## src/rtl/varredura_display.sv

```systemverilog
// Two-digit multiplexed 7-segment driver: captures a 0..127 value, splits it into
// tens/units BCD and scans both digits onto one active-low segment bus.
module varredura_display #(
    parameter int unsigned REFRESH_DIV = 50000
) (
    input  logic       clk,
    input  logic       rst_n,
    input  logic       load,
    input  logic [6:0] valor,
    output logic [6:0] seg,
    output logic [1:0] an,
    output logic       ovf
);

    localparam int unsigned CNT_W = (REFRESH_DIV > 1) ? $clog2(REFRESH_DIV) : 1;
    localparam logic [CNT_W-1:0] CNT_MAX = CNT_W'(REFRESH_DIV - 1);

    localparam logic [6:0] SEG_BLANK = 7'b1111111;
    localparam logic [6:0] SEG_DASH  = 7'b0111111;

    logic [6:0]       v_q, v_d;
    logic [CNT_W-1:0] cnt_q, cnt_d;
    logic             sel_q, sel_d;
    logic [6:0]       seg_q, seg_d;
    logic [1:0]       an_q, an_d;
    logic             ovf_q, ovf_d;

    logic [3:0] tens;
    logic [3:0] units;
    logic [6:0] tens_x10;

    function automatic logic [6:0] enc(input logic [3:0] d);
        logic [6:0] s;
        case (d)
            4'd0:    s = 7'b1000000;
            4'd1:    s = 7'b1111001;
            4'd2:    s = 7'b0100100;
            4'd3:    s = 7'b0110000;
            4'd4:    s = 7'b0011001;
            4'd5:    s = 7'b0010010;
            4'd6:    s = 7'b0000010;
            4'd7:    s = 7'b1111000;
            4'd8:    s = 7'b0000000;
            4'd9:    s = 7'b0010000;
            default: s = SEG_BLANK;
        endcase
        return s;
    endfunction

    // Compare chain saturates tens at 9; values above 99 are shown as a dash anyway.
    always_comb begin
        tens = 4'd0;
        for (int i = 1; i <= 9; i++) begin
            if (v_q >= 7'(i * 10)) begin
                tens = 4'(i);
            end
        end
        tens_x10 = {tens, 3'b000} + {2'b00, tens, 1'b0};
        units    = 4'(v_q - tens_x10);
    end

    always_comb begin
        v_d   = load ? valor : v_q;
        cnt_d = cnt_q + 1'b1;
        sel_d = sel_q;
        if (cnt_q == CNT_MAX) begin
            cnt_d = '0;
            sel_d = ~sel_q;
        end

        ovf_d = 1'b0;
        seg_d = enc(units);
        an_d  = 2'b10;
        if (v_q > 7'd99) begin
            ovf_d = 1'b1;
            seg_d = SEG_DASH;
            an_d  = sel_q ? 2'b01 : 2'b10;
        end else if (sel_q) begin
            if (tens != 4'd0) begin
                seg_d = enc(tens);
                an_d  = 2'b01;
            end else begin
                seg_d = SEG_BLANK;
                an_d  = 2'b11;
            end
        end
    end

    always_ff @(posedge clk or negedge rst_n) begin
        if (!rst_n) begin
            v_q   <= '0;
            cnt_q <= '0;
            sel_q <= 1'b0;
            seg_q <= SEG_BLANK;
            an_q  <= 2'b11;
            ovf_q <= 1'b0;
        end else begin
            v_q   <= v_d;
            cnt_q <= cnt_d;
            sel_q <= sel_d;
            seg_q <= seg_d;
            an_q  <= an_d;
            ovf_q <= ovf_d;
        end
    end

    assign seg = seg_q;
    assign an  = an_q;
    assign ovf = ovf_q;

endmodule

```

## config.mk

```make
export PLATFORM = sky130hd
export DESIGN_NAME = varredura_display
export DESIGN_NICKNAME = d
export VERILOG_FILES = /design/src/rtl/varredura_display.sv
export SDC_FILE = /design/constraint.sdc
export NUM_CORES = 1
export LEC_CHECK = 0
export ABC_AREA = 1
export ABC_CLOCK_PERIOD_IN_PS = 4900
export BUFFER_PORTS_ARGS = -buffer_cell sky130_fd_sc_hd__buf_2
export CAP_MARGIN = 20
export CORE_ASPECT_RATIO = 1.75
export CORE_MARGIN = 10
export CORE_UTILIZATION = 40
export CTS_CLUSTER_DIAMETER = 200
export DETAILED_ROUTE_END_ITERATION = 10
export GPL_ROUTABILITY_DRIVEN = 1
export HOLD_SLACK_MARGIN = 0.12
export PLACE_DENSITY = 0.68
export RECOVER_POWER = 50
export SYNTH_ARGS = -nofsm -noshare
export SYNTH_HDL_FRONTEND = slang
export SYNTH_SLANG_ARGS = --single-unit
```

## constraint.sdc

```tcl
create_clock -name clk -period 4.9 [get_ports clk]
set_clock_uncertainty 0.15 [all_clocks]
set_input_delay 0.245 -clock clk [delete_from_list [all_inputs] [get_ports clk]]
set_output_delay 0.245 -clock clk [all_outputs]
set_load 0.01 [all_outputs]
```

* Word-level counts from Yosys, hierarchy flattened *
Memories as Yosys holds them, arrays and structs flattened.
Index checks and enable logic that the tools add are counted.

operators by class
  add/sub/neg operators = 3
  $lt $le $gt $ge = 10
  eq/ne operators = 1
  multiplexer cells = 18
  bitwise gates (word level) = 1
  reduce and logical (&&, ||, !) cells = 1

operators with widths
  kind                                                                   count
  4-bit two-way mux                                                      7
  7-bit by 6-bit >= comparator with 1-bit output, second input constant  3
  7-bit >= comparator, second input constant                             3
  7-bit two-way mux                                                      3
  16-bit by 1-bit adder with 16-bit output, second input constant        1
  16-bit == test, second input constant                                  1
  16-bit two-way mux                                                     1
  7-bit by 5-bit >= comparator with 1-bit output, second input constant  2
  2-bit two-way mux                                                      5
  7-bit by 4-bit >= comparator with 1-bit output, second input constant  1
  7-bit > comparator, second input constant                              1
  4-bit adder                                                            1
  4-bit nonzero test                                                     1
  4-bit subtractor                                                       1
  1-bit two-way mux                                                      2
  1-bit NOT                                                              1

storage, ports and cells
  flip-flop bits (word level) = 34
  memory bits (read-only) = 224
  memories = 2

memory list
  memory           depth  width  rd ports  clocked after memory_dff  wr ports  line  text
  (no name shown)  16     7      1         0                         0         34    case (d)
  (no name shown)  16     7      1         0                         0         34

* Longest topological paths before layout *
Gate-level depths: netlist of the first run.
An unclocked memory read counts as a cell.

  depth after elaboration = 15
  gate-level depth with buffers = 22
  gate-level depth less buffers = 22

* Least setup slack after synthesis of the first run *
Ideal clock, no wire load.

  kind = register to register
  from = register v_q[1]
  to = register seg_q[5], in the netlist seg[5]
  setup time = 0.080 ns
  data arrival time = 2.445 ns
  required time = 4.670 ns
  slack = 2.225 ns
  stages on the path, launching flop included = 21
  cell sequence = dfrtp_1 > ha_1 > nand3_1 > nand3_1 > nand2_1 > nand2_1 > nand2_1 > nand2_1 > nand2_1 > nand2_1 > nand2_2 > nand2_4 > ha_1 > or2_2 > nand2_1 > clkbuf_1 > o21ai_0 > nand3_1 > nand3_1 > nand2_1 > nand2_1

between the ends
  word-level cells in the longest chain between the ends = 15
  elaborated cells on any way between the ends = 27
  classes of those cells = add/sub (2); order compare (10); mux (12); reduce/logical (1); memory (2)

RTL lines
  element                                         line  text
  start: declaration                              21    logic [6:0] v_q, v_d;
  start signal: assignment                        98    v_q <= v_d;
  7-bit by 4-bit >= comparator with 1-bit output  54    if (v_q >= 7'(i * 10)) begin
  1-bit two-way mux                               54
  2-bit two-way mux                               54
  4-bit two-way mux (7 in series)                 54
  4-bit adder                                     58    tens_x10 = {tens, 3'b000} + {2'b00, tens, 1'b0};
  4-bit subtractor                                59    units = 4'(v_q - tens_x10);
  memory read 16 x 7 bit                          -
  7-bit two-way mux                               78    end else if (sel_q) begin
  7-bit two-way mux *                             74    if (v_q > 7'd99) begin
  named net seg_d[5]                              24    logic [6:0] seg_q, seg_d;
  end signal: assignment                          101   seg_q <= seg_d;
  end: declaration                                24

The timed path passes the listed nets; every way through them passes the cells marked *.
A chain may end at the register's enable or synchronous reset.

* Final worst setup path of the first run *
  from = register v_q[3]
  to = register seg_q[3], in the netlist seg[3]

The elaborated chain is that of the path after synthesis.

==> results of run 1 <==
[sequential cells by signal, summed over array words and instances, names as in the netlist]
register  count
v_q           7
an            2
seg           7
sel_q         1
cnt_q        16
ovf           1
[area by class of cell]
type                       instances  area [µm²]
inverter                          47         176
clock inverter                     1        5.00
multi-input combinational        193        1110
timing repair buffer              27         161
fill                             549        2790
sequential                        34         862
clock buffer                       7        86.3
tap                               55        68.8
[where the power goes]
| part | total (W) | switching (W) | internal, W |
|---|---|---|---|
| clock | 0.000209 | 0.0000960 | 0.000113 |
| combinational | 0.000330 | 0.000211 | 0.000118 |
| sequential | 0.000353 | 0.0000168 | 0.000336 |
| total | 0.000892 | 0.000324 | 0.000568 |
[per-layer routing]
layer	wire [µm]	vias up	track usage, %
met3	138	17	2.36
met4	155	0	6.60
met5	0	-	0
met1	1630	816	10.1
met2	2560	36	22.5
li1	-	950	-
[through the flow]
step | utilization, % | hold WS, ns
floorplan | - | -0.201
global placement | 44.0 | 0.206
detailed placement | 44.0 | 0.212
CTS | 47.2 | 0.150
global route | 47.0 | 0.177
finish | 47.0 | 0.158
[worst max-delay path: stages (launching register included)]
cell                      delay, ns
sky130_fd_sc_hd__dfrtp_1       0.45
sky130_fd_sc_hd__inv_2         0.12
sky130_fd_sc_hd__nand2_2       0.07
sky130_fd_sc_hd__o21ai_2       0.28
sky130_fd_sc_hd__nand2_1       0.09
sky130_fd_sc_hd__a21oi_1       0.29
sky130_fd_sc_hd__ha_1          0.32
sky130_fd_sc_hd__or2_2         0.29
sky130_fd_sc_hd__nand2_1       0.26
sky130_fd_sc_hd__o21ai_0       0.14
sky130_fd_sc_hd__o21ai_0       0.10
sky130_fd_sc_hd__nand3_1       0.09
sky130_fd_sc_hd__nand2_1       0.07
sky130_fd_sc_hd__nand2_1       0.05
sky130_fd_sc_hd__nand3_1       0.07
[what timing repair did]
item / in CTS / in global routing
hold endpoints to repair: 32 / 0
hold buffers: 8 / 0
gates resized for setup: 0 / 0
endpoints found under the setup margin: 0 / 0
[logic make-up after synthesis]
family	Yosys count	share of synthesized area, %
AO/OA/AOI/OAI	47	12.3
XOR/XNOR	6	2.79
adder cells (fa/ha/maj)	15	8.71
buffers and inverters	49	8.54
flip-flops	34	40.0
AND/OR/NAND/NOR	125	27.7
[worst max-delay path by stage]
| stage | start | to | slack (ns) | cells past startpoint |
|---|---|---|---|---|
| 5_1_grt | v_q[1]$_DFFE_PN0P_ | seg[3]$_DFF_PN1_ | 1.72 | 20 |
| 2_1_floorplan | v_q[1]$_DFFE_PN0P_ | seg[5]$_DFF_PN1_ | 2.22 | 20 |
| 3_5_place_dp | v_q[4]$_DFFE_PN0P_ | seg[3]$_DFF_PN1_ | 2.04 | 14 |
| 4_1_cts | v_q[1]$_DFFE_PN0P_ | seg[3]$_DFF_PN1_ | 2.01 | 20 |
| 6_report | v_q[3]$_DFFE_PN0P_ | seg[3]$_DFF_PN1_ | 2.00 | 14 |
| 3_3_place_gp | v_q[1]$_DFFE_PN0P_ | seg[3]$_DFF_PN1_ | 2.13 | 20 |
[cells in the final DEF (no fill, tap or decap), types with 6 or more instances in the layout]
cell,n
sky130_fd_sc_hd__nand3_1,21
sky130_fd_sc_hd__dfstp_2,9
sky130_fd_sc_hd__dlygate4sd3_1,8
sky130_fd_sc_hd__a21oi_1,11
sky130_fd_sc_hd__ha_1,15
sky130_fd_sc_hd__clkbuf_8,6
sky130_fd_sc_hd__buf_2,8
sky130_fd_sc_hd__dfrtp_1,25
sky130_fd_sc_hd__clkbuf_1,12
sky130_fd_sc_hd__o21ai_0,24
sky130_fd_sc_hd__nor2_1,17
sky130_fd_sc_hd__nand2_1,63
sky130_fd_sc_hd__inv_1,44
==> reports/summary.txt, run 1 <==
clock sink count -> 34
total number of nets in the final design -> 333
DRC violation count after routing -> 0
placed cells -> 348
max-slew violation count -> 35
VDD IR-drop max -> 0.143 mV
placer congestion estimate -> 0.827
minimum period implied by the final worst setup slack -> 2.90 ns
HPWL after detailed placement -> 3.49 mm
biggest area contributors in the synthesized netlist -> sky130_fd_sc_hd__dfrtp_1 29%, sky130_fd_sc_hd__dfstp_2 11%, sky130_fd_sc_hd__nand2_1 11%
number of I/O port buffers -> 19
data required time at the worst endpoint -> 4.97 ns
P per Cell Area -> 361 nW/µm²
global-route wire length before repair -> 8.04 mm
final wirelength -> 4.48 mm
per-cell via count in the routed design -> 5.00
Reg2Reg Setup Slack -> 2.00 ns
Net Count, Synth -> 301
clock buffer depth -> 2
Avg Synthesized Cell Area -> 7.81 µm²
path category of the worst min-delay check -> input port to register
count of buffers added by post-CTS timing repair for setup -> 0
Worst Hold Depth -> 3
Setup TNS -> 0 ns
nature of the critical path endpoint -> register
Clk Latency, worst-skew pair -> 0.28 ns
Reg-to-Reg End -> seg[3]$_DFF_PN1_
effective utilization at floorplan -> 41.0%
final instance area -> 2470 µm²
setup repair after global routing missed its margin -> false
relative max-transition margin -> -20.1%
status -> complete, but fails checks
pin count of the biggest net entering global routing -> 35
worst reg2reg path depth -> 14
DR pass1 iterations -> 4
Place WS -> 2.04 ns
Die Span Y -> 117 µm
Max Clk Rate -> 345 MHz
Antenna diodes -> 0
setup-violating endpoint count in the final report -> 0
Critical Setup Path Class -> register to register
register bit total from synthesis -> 34
Clock H-tree levels -> 2
die area -> 8840 µm²
most common cell in the netlist -> sky130_fd_sc_hd__nand2_1
leakage power -> 1.26 nW
start of the worst register-to-register path -> v_q[3]$_DFFE_PN0P_
violated checks -> max-capacitance violations, max-slew violations
number of vias in the routed layout -> 1819
startpoint type of the worst setup path -> register
largest area contributor in the netlist -> sky130_fd_sc_hd__dfrtp_1
antenna violations before repair -> 0
Cell Rows -> 35
data arrival at the endpoint of the critical path -> 2.96 ns
startpoint of the most critical hold path -> load
ratio of cells with drive above 1 in the final layout -> 13.6%
Area growth, synth to finish -> 14.6%
sequential area share after synthesis -> 40.0%
average detailed-routed wire length per instance -> 12.3 µm
summed instance area of the synthesized netlist -> 2150 µm²
sum of overflow across all layers after global routing -> 0
root buffer cell -> sky130_fd_sc_hd__clkbuf_8
TritonCTS Buffers -> 5
synthesis warning total -> 0
clock-pin slew reported for the worst setup and hold paths after clock tree synthesis -> 0.06 ns
power after layout -> 0.000892 W
via count of the first global-routing pass -> 1900
number of failing hold endpoints at the final stage -> 0
setup slack of the critical path after layout -> 2.00 ns
DRC marker count from the first detailed-route iteration -> 95
ratio of final minimum period to clock period -> 59.1%
total track usage -> 11.5%
top_reg_cell synth -> sky130_fd_sc_hd__dfrtp_1
die width -> 75.5 µm
Hold Path Sink -> v_q[3]$_DFFE_PN0P_
cell count after synthesis -> 276
max-capacitance violation count -> 1
standard cell core area -> 5260 µm²
worst slew pin tran -> 1.80 ns
Synth top area share -> 29.0%
CP Max Fanout -> 13
count of flip-flops with a built-in enable after synthesis -> 0
final standard cell count with taps included and fillers excluded -> 364
clock tree from TritonCTS -> done
number of distinct library cells after synthesis -> 33
most common library cells after synthesis -> 63 x sky130_fd_sc_hd__nand2_1, 43 x sky130_fd_sc_hd__inv_1, 25 x sky130_fd_sc_hd__dfrtp_1, 24 x sky130_fd_sc_hd__o21ai_0, 21 x sky130_fd_sc_hd__nand3_1
Post-Place Cell Area -> 2310 µm²
number of top-level pins -> 20
fraction of registers with async set or reset after synthesis -> 100%
Antenna Nets Post-Route -> 0
No activity file was read; power rests on OpenSTA's default activity.
==> inputs of run 2 (changes only) <==
- ABC_CLOCK_PERIOD_IN_PS: 4900 -> 2450
- PLACE_DENSITY: 0.68 -> 0.71
- clock period: 4.9 -> 2.45 ns (I/O delays scaled with it)
==> reports/summary.txt, run 2 (synthesis gave the netlist of run 1 again) <==
start of the worst register-to-register path -> v_q[1]$_DFFE_PN0P_
per-cell via count in the routed design -> 5.01 (+0.30%)
cell repeated most along the worst path -> sky130_fd_sc_hd__nand2_1
count of filler cells inserted in the layout -> 471 (-14%)
average detailed-routed wire length per instance -> 12.6 µm (+2.5%)
number of vias in the routed layout -> 2010 (+11%)
clock tree from TritonCTS -> done
total buffers and inverters traversed by the critical path -> 1 (unchanged)
cell chain of the critical path -> ha_4 -> nand3_2 -> nand3_2 -> nand2_1 -> nand2_1 -> nand2_1 -> nand2_1 -> nand2_1 -> nand2_1 -> nand2_2 -> nand2_4 -> ha_4 -> or2_4 -> nand2_4 -> buf_4 -> nor2_1 -> nand2_1 -> nand2_1 -> a21oi_1
Area growth, synth to finish -> 37.7%
final wirelength -> 5.06 mm (+13%)
ratio of final minimum period to clock period -> 99.5% (+40 points)
flip-flop count of the largest register, all copies and words added -> 16 (unchanged)
TritonCTS Buffers -> 5 (unchanged)
Reg2Reg Setup Slack -> 0.01 ns (-1.99 ns)
clock group share of total power -> 28.1% (+4.6 points)
violated checks -> max-capacitance violations, max-slew violations
total track usage -> 12.6% (+1.1 points)
nature of the critical path endpoint -> register
die area -> 8840 µm² (unchanged)
most used cells in the layout excluding fill and tap cells -> 57 x sky130_fd_sc_hd__nand2_1, 38 x sky130_fd_sc_hd__inv_1, 22 x sky130_fd_sc_hd__dfrtp_1, 22 x sky130_fd_sc_hd__dlygate4sd3_1, 22 x sky130_fd_sc_hd__buf_4
data arrival at the endpoint of the critical path -> 2.51 ns (-0.45 ns)
number of I/O port buffers -> 19 (unchanged)
number of top-level pins -> 20 (unchanged)
placed cells -> 367 (+5.5%)
Worst setup startpoint -> v_q[1]$_DFFE_PN0P_
die width -> 75.5 µm (unchanged)
Antenna diodes -> 0 (unchanged)
number of cells on the critical path -> 19 (+5)
Internal Power -> 0.00146 W (+160%)
most common cell after layout, fill and taps aside -> sky130_fd_sc_hd__nand2_1
setup repair after global routing missed its margin -> true
effective utilization at floorplan -> 41.0% (unchanged)
Max Clk Rate -> 410 MHz (+19%)
antenna violations before repair -> 0 (unchanged)
Place WS -> -0.0861 ns (-2.13 ns)
setup-violating endpoint count in the final report -> 0 (unchanged)
total number of nets in the final design -> 370 (+11%)
max-slew violation count -> 35 (unchanged)
setup slack of the critical path after layout -> 0.0118 ns (-1.99 ns)
clock sink count -> 34 (unchanged)
P per Cell Area -> 747 nW/µm² (+110%)
via count of the first global-routing pass -> 2032 (+6.9%)
worst reg2reg path depth -> 19 (+5)
DR pass1 iterations -> 4 (unchanged)
worst slew pin tran -> 1.77 ns (-0.0295 ns)
Clock H-tree levels -> 2 (unchanged)
Crit-path slowest cell -> sky130_fd_sc_hd__dfrtp_2
HPWL after detailed placement -> 3.66 mm (+4.9%)
relative max-transition margin -> -18.1% (+2.0 points)
Die Span Y -> 117 µm (unchanged)
startpoint type of the worst setup path -> register
last element of the critical path -> seg[6]$_DFF_PN1_
DRC violation count after routing -> 0 (unchanged)
number of failing hold endpoints at the final stage -> 0 (unchanged)
root buffer cell -> sky130_fd_sc_hd__clkbuf_8
final standard cell count with taps included and fillers excluded -> 401 (+10%)
status -> complete, but fails checks
leakage power -> 1.47 nW (+17%)
delay of the slowest critical-path stage -> 0.45 ns (about the same)
path category of the worst min-delay check -> register to register
sum of overflow across all layers after global routing -> 0 (unchanged)
Logic pwr share -> 40.1% (+3.1 points)
standard cell core area -> 5260 µm² (unchanged)
CP Max Fanout -> 6 (-7)
ratio of cells with drive above 1 in the final layout -> 30.3% (+17 points)
Cell Rows -> 35 (unchanged)
kind of cell with the highest combined delay on the critical path -> simple AND/OR/NAND/NOR gates
Clk Latency, worst-skew pair -> 0.29 ns (about the same)
minimum period implied by the final worst setup slack -> 2.44 ns (-0.458 ns)
data required time at the worst endpoint -> 2.52 ns (-2.45 ns)
Reg-to-Reg End -> seg[6]$_DFF_PN1_
Sw Share -> 34.0% (-2.3 points)
pin count of the biggest net entering global routing -> 35 (unchanged)
sequential share of power -> 31.8% (-7.8 points)
Antenna Nets Post-Route -> 0 (unchanged)
NetSw -> 0.000755 W (+130%)
global-route wire length before repair -> 8.71 mm (+8.4%)
max-capacitance violation count -> 1 (unchanged)
clock buffer depth -> 2 (unchanged)
VDD IR-drop max -> 0.448 mV (+210%)
clock-pin slew reported for the worst setup and hold paths after clock tree synthesis -> 0.08 ns (+0.02 ns)
post-layout util -> 56.5% (+9.5 points)
DRC marker count from the first detailed-route iteration -> 116 (+22%)
final worst hold slack -> 0.303 ns (+0.145 ns)
Setup TNS -> 0 ns (unchanged)
placer congestion estimate -> 0.972 (+17%)
register with the highest flop count -> cnt_q
Critical Setup Path Class -> register to register
## run 2: cell count changes in the layout (fill, tap and decap cells not counted), sizes merged
cell	before	now
nand2	71	72
dlygate4sd3	8	22
bufinv	0	2
buf	8	38
clkbuf	18	8
## run 2: how the worst min path moves through the flow
| stage | from | to | cells past startpoint |
|---|---|---|---|
| 2_1_floorplan | rst_n | cnt_q[0]$_DFF_PN0_ | 0 |
| 3_3_place_gp | rst_n | cnt_q[13]$_DFF_PN0_ | 1 |
| 3_5_place_dp | rst_n | cnt_q[12]$_DFF_PN0_ | 1 |
| 4_1_cts | sel_q$_DFFE_PN0N_ | an[0]$_DFF_PN1_ | 0 |
| 5_1_grt | sel_q$_DFFE_PN0N_ | an[0]$_DFF_PN1_ | 0 |
| 6_report | sel_q$_DFFE_PN0N_ | an[0]$_DFF_PN1_ | 0 |
## run 2: power by group through the flow
stage | combinational [W] | clock [W] | sequential (W)
floorplan | 0.000492 | 0 | 0.000747
global placement | 0.000742 | 0 | 0.000709
detailed placement | 0.000752 | 0 | 0.000712
CTS | 0.000803 | 0.000635 | 0.000702
global route | 0.00100 | 0.000665 | 0.000717
finish | 0.000889 | 0.000623 | 0.000705
## run 2: final cells by class
class                           count  area [µm²]  area share, %
Clock buffer                        5        68.8           2.32
Sequential cell                    34         866           29.2
Clock inverter                      3        68.8           2.32
Inverter                           47         179           6.03
Tap cell                           55        68.8           2.32
Timing Repair Buffer               63         477           16.1
Multi-Input combinational cell    194        1240           41.8
## run 2: stage by stage
stage,area [µm²],power (W)
after detailed placement,2480,0.00146
after CTS,2860,0.00214
after global placement,2480,0.00145
after floorplan,2190,0.00124
final,2970,0.00222
after global routing,2970,0.00239
## run 2: timing repair
item | 4_1_cts | 5_1_grt
gates resized for setup | 6 | 32
hold buffers | 22 | 0
gates cloned | 0 | 1
setup buffers | 0 | 3
pin swaps | 6 | 17
hold endpoints to repair | 32 | 0
setup endpoints to repair | 7 | 8
## run 2: per-layer routing
layer	track usage, %	vias up	part of all wire (%)
met2	23.8	34	58
met3	2.70	15	3.0
li1	-	1028	-
met5	0	-	0
met1	11.7	933	36
met4	7.10	0	3.5
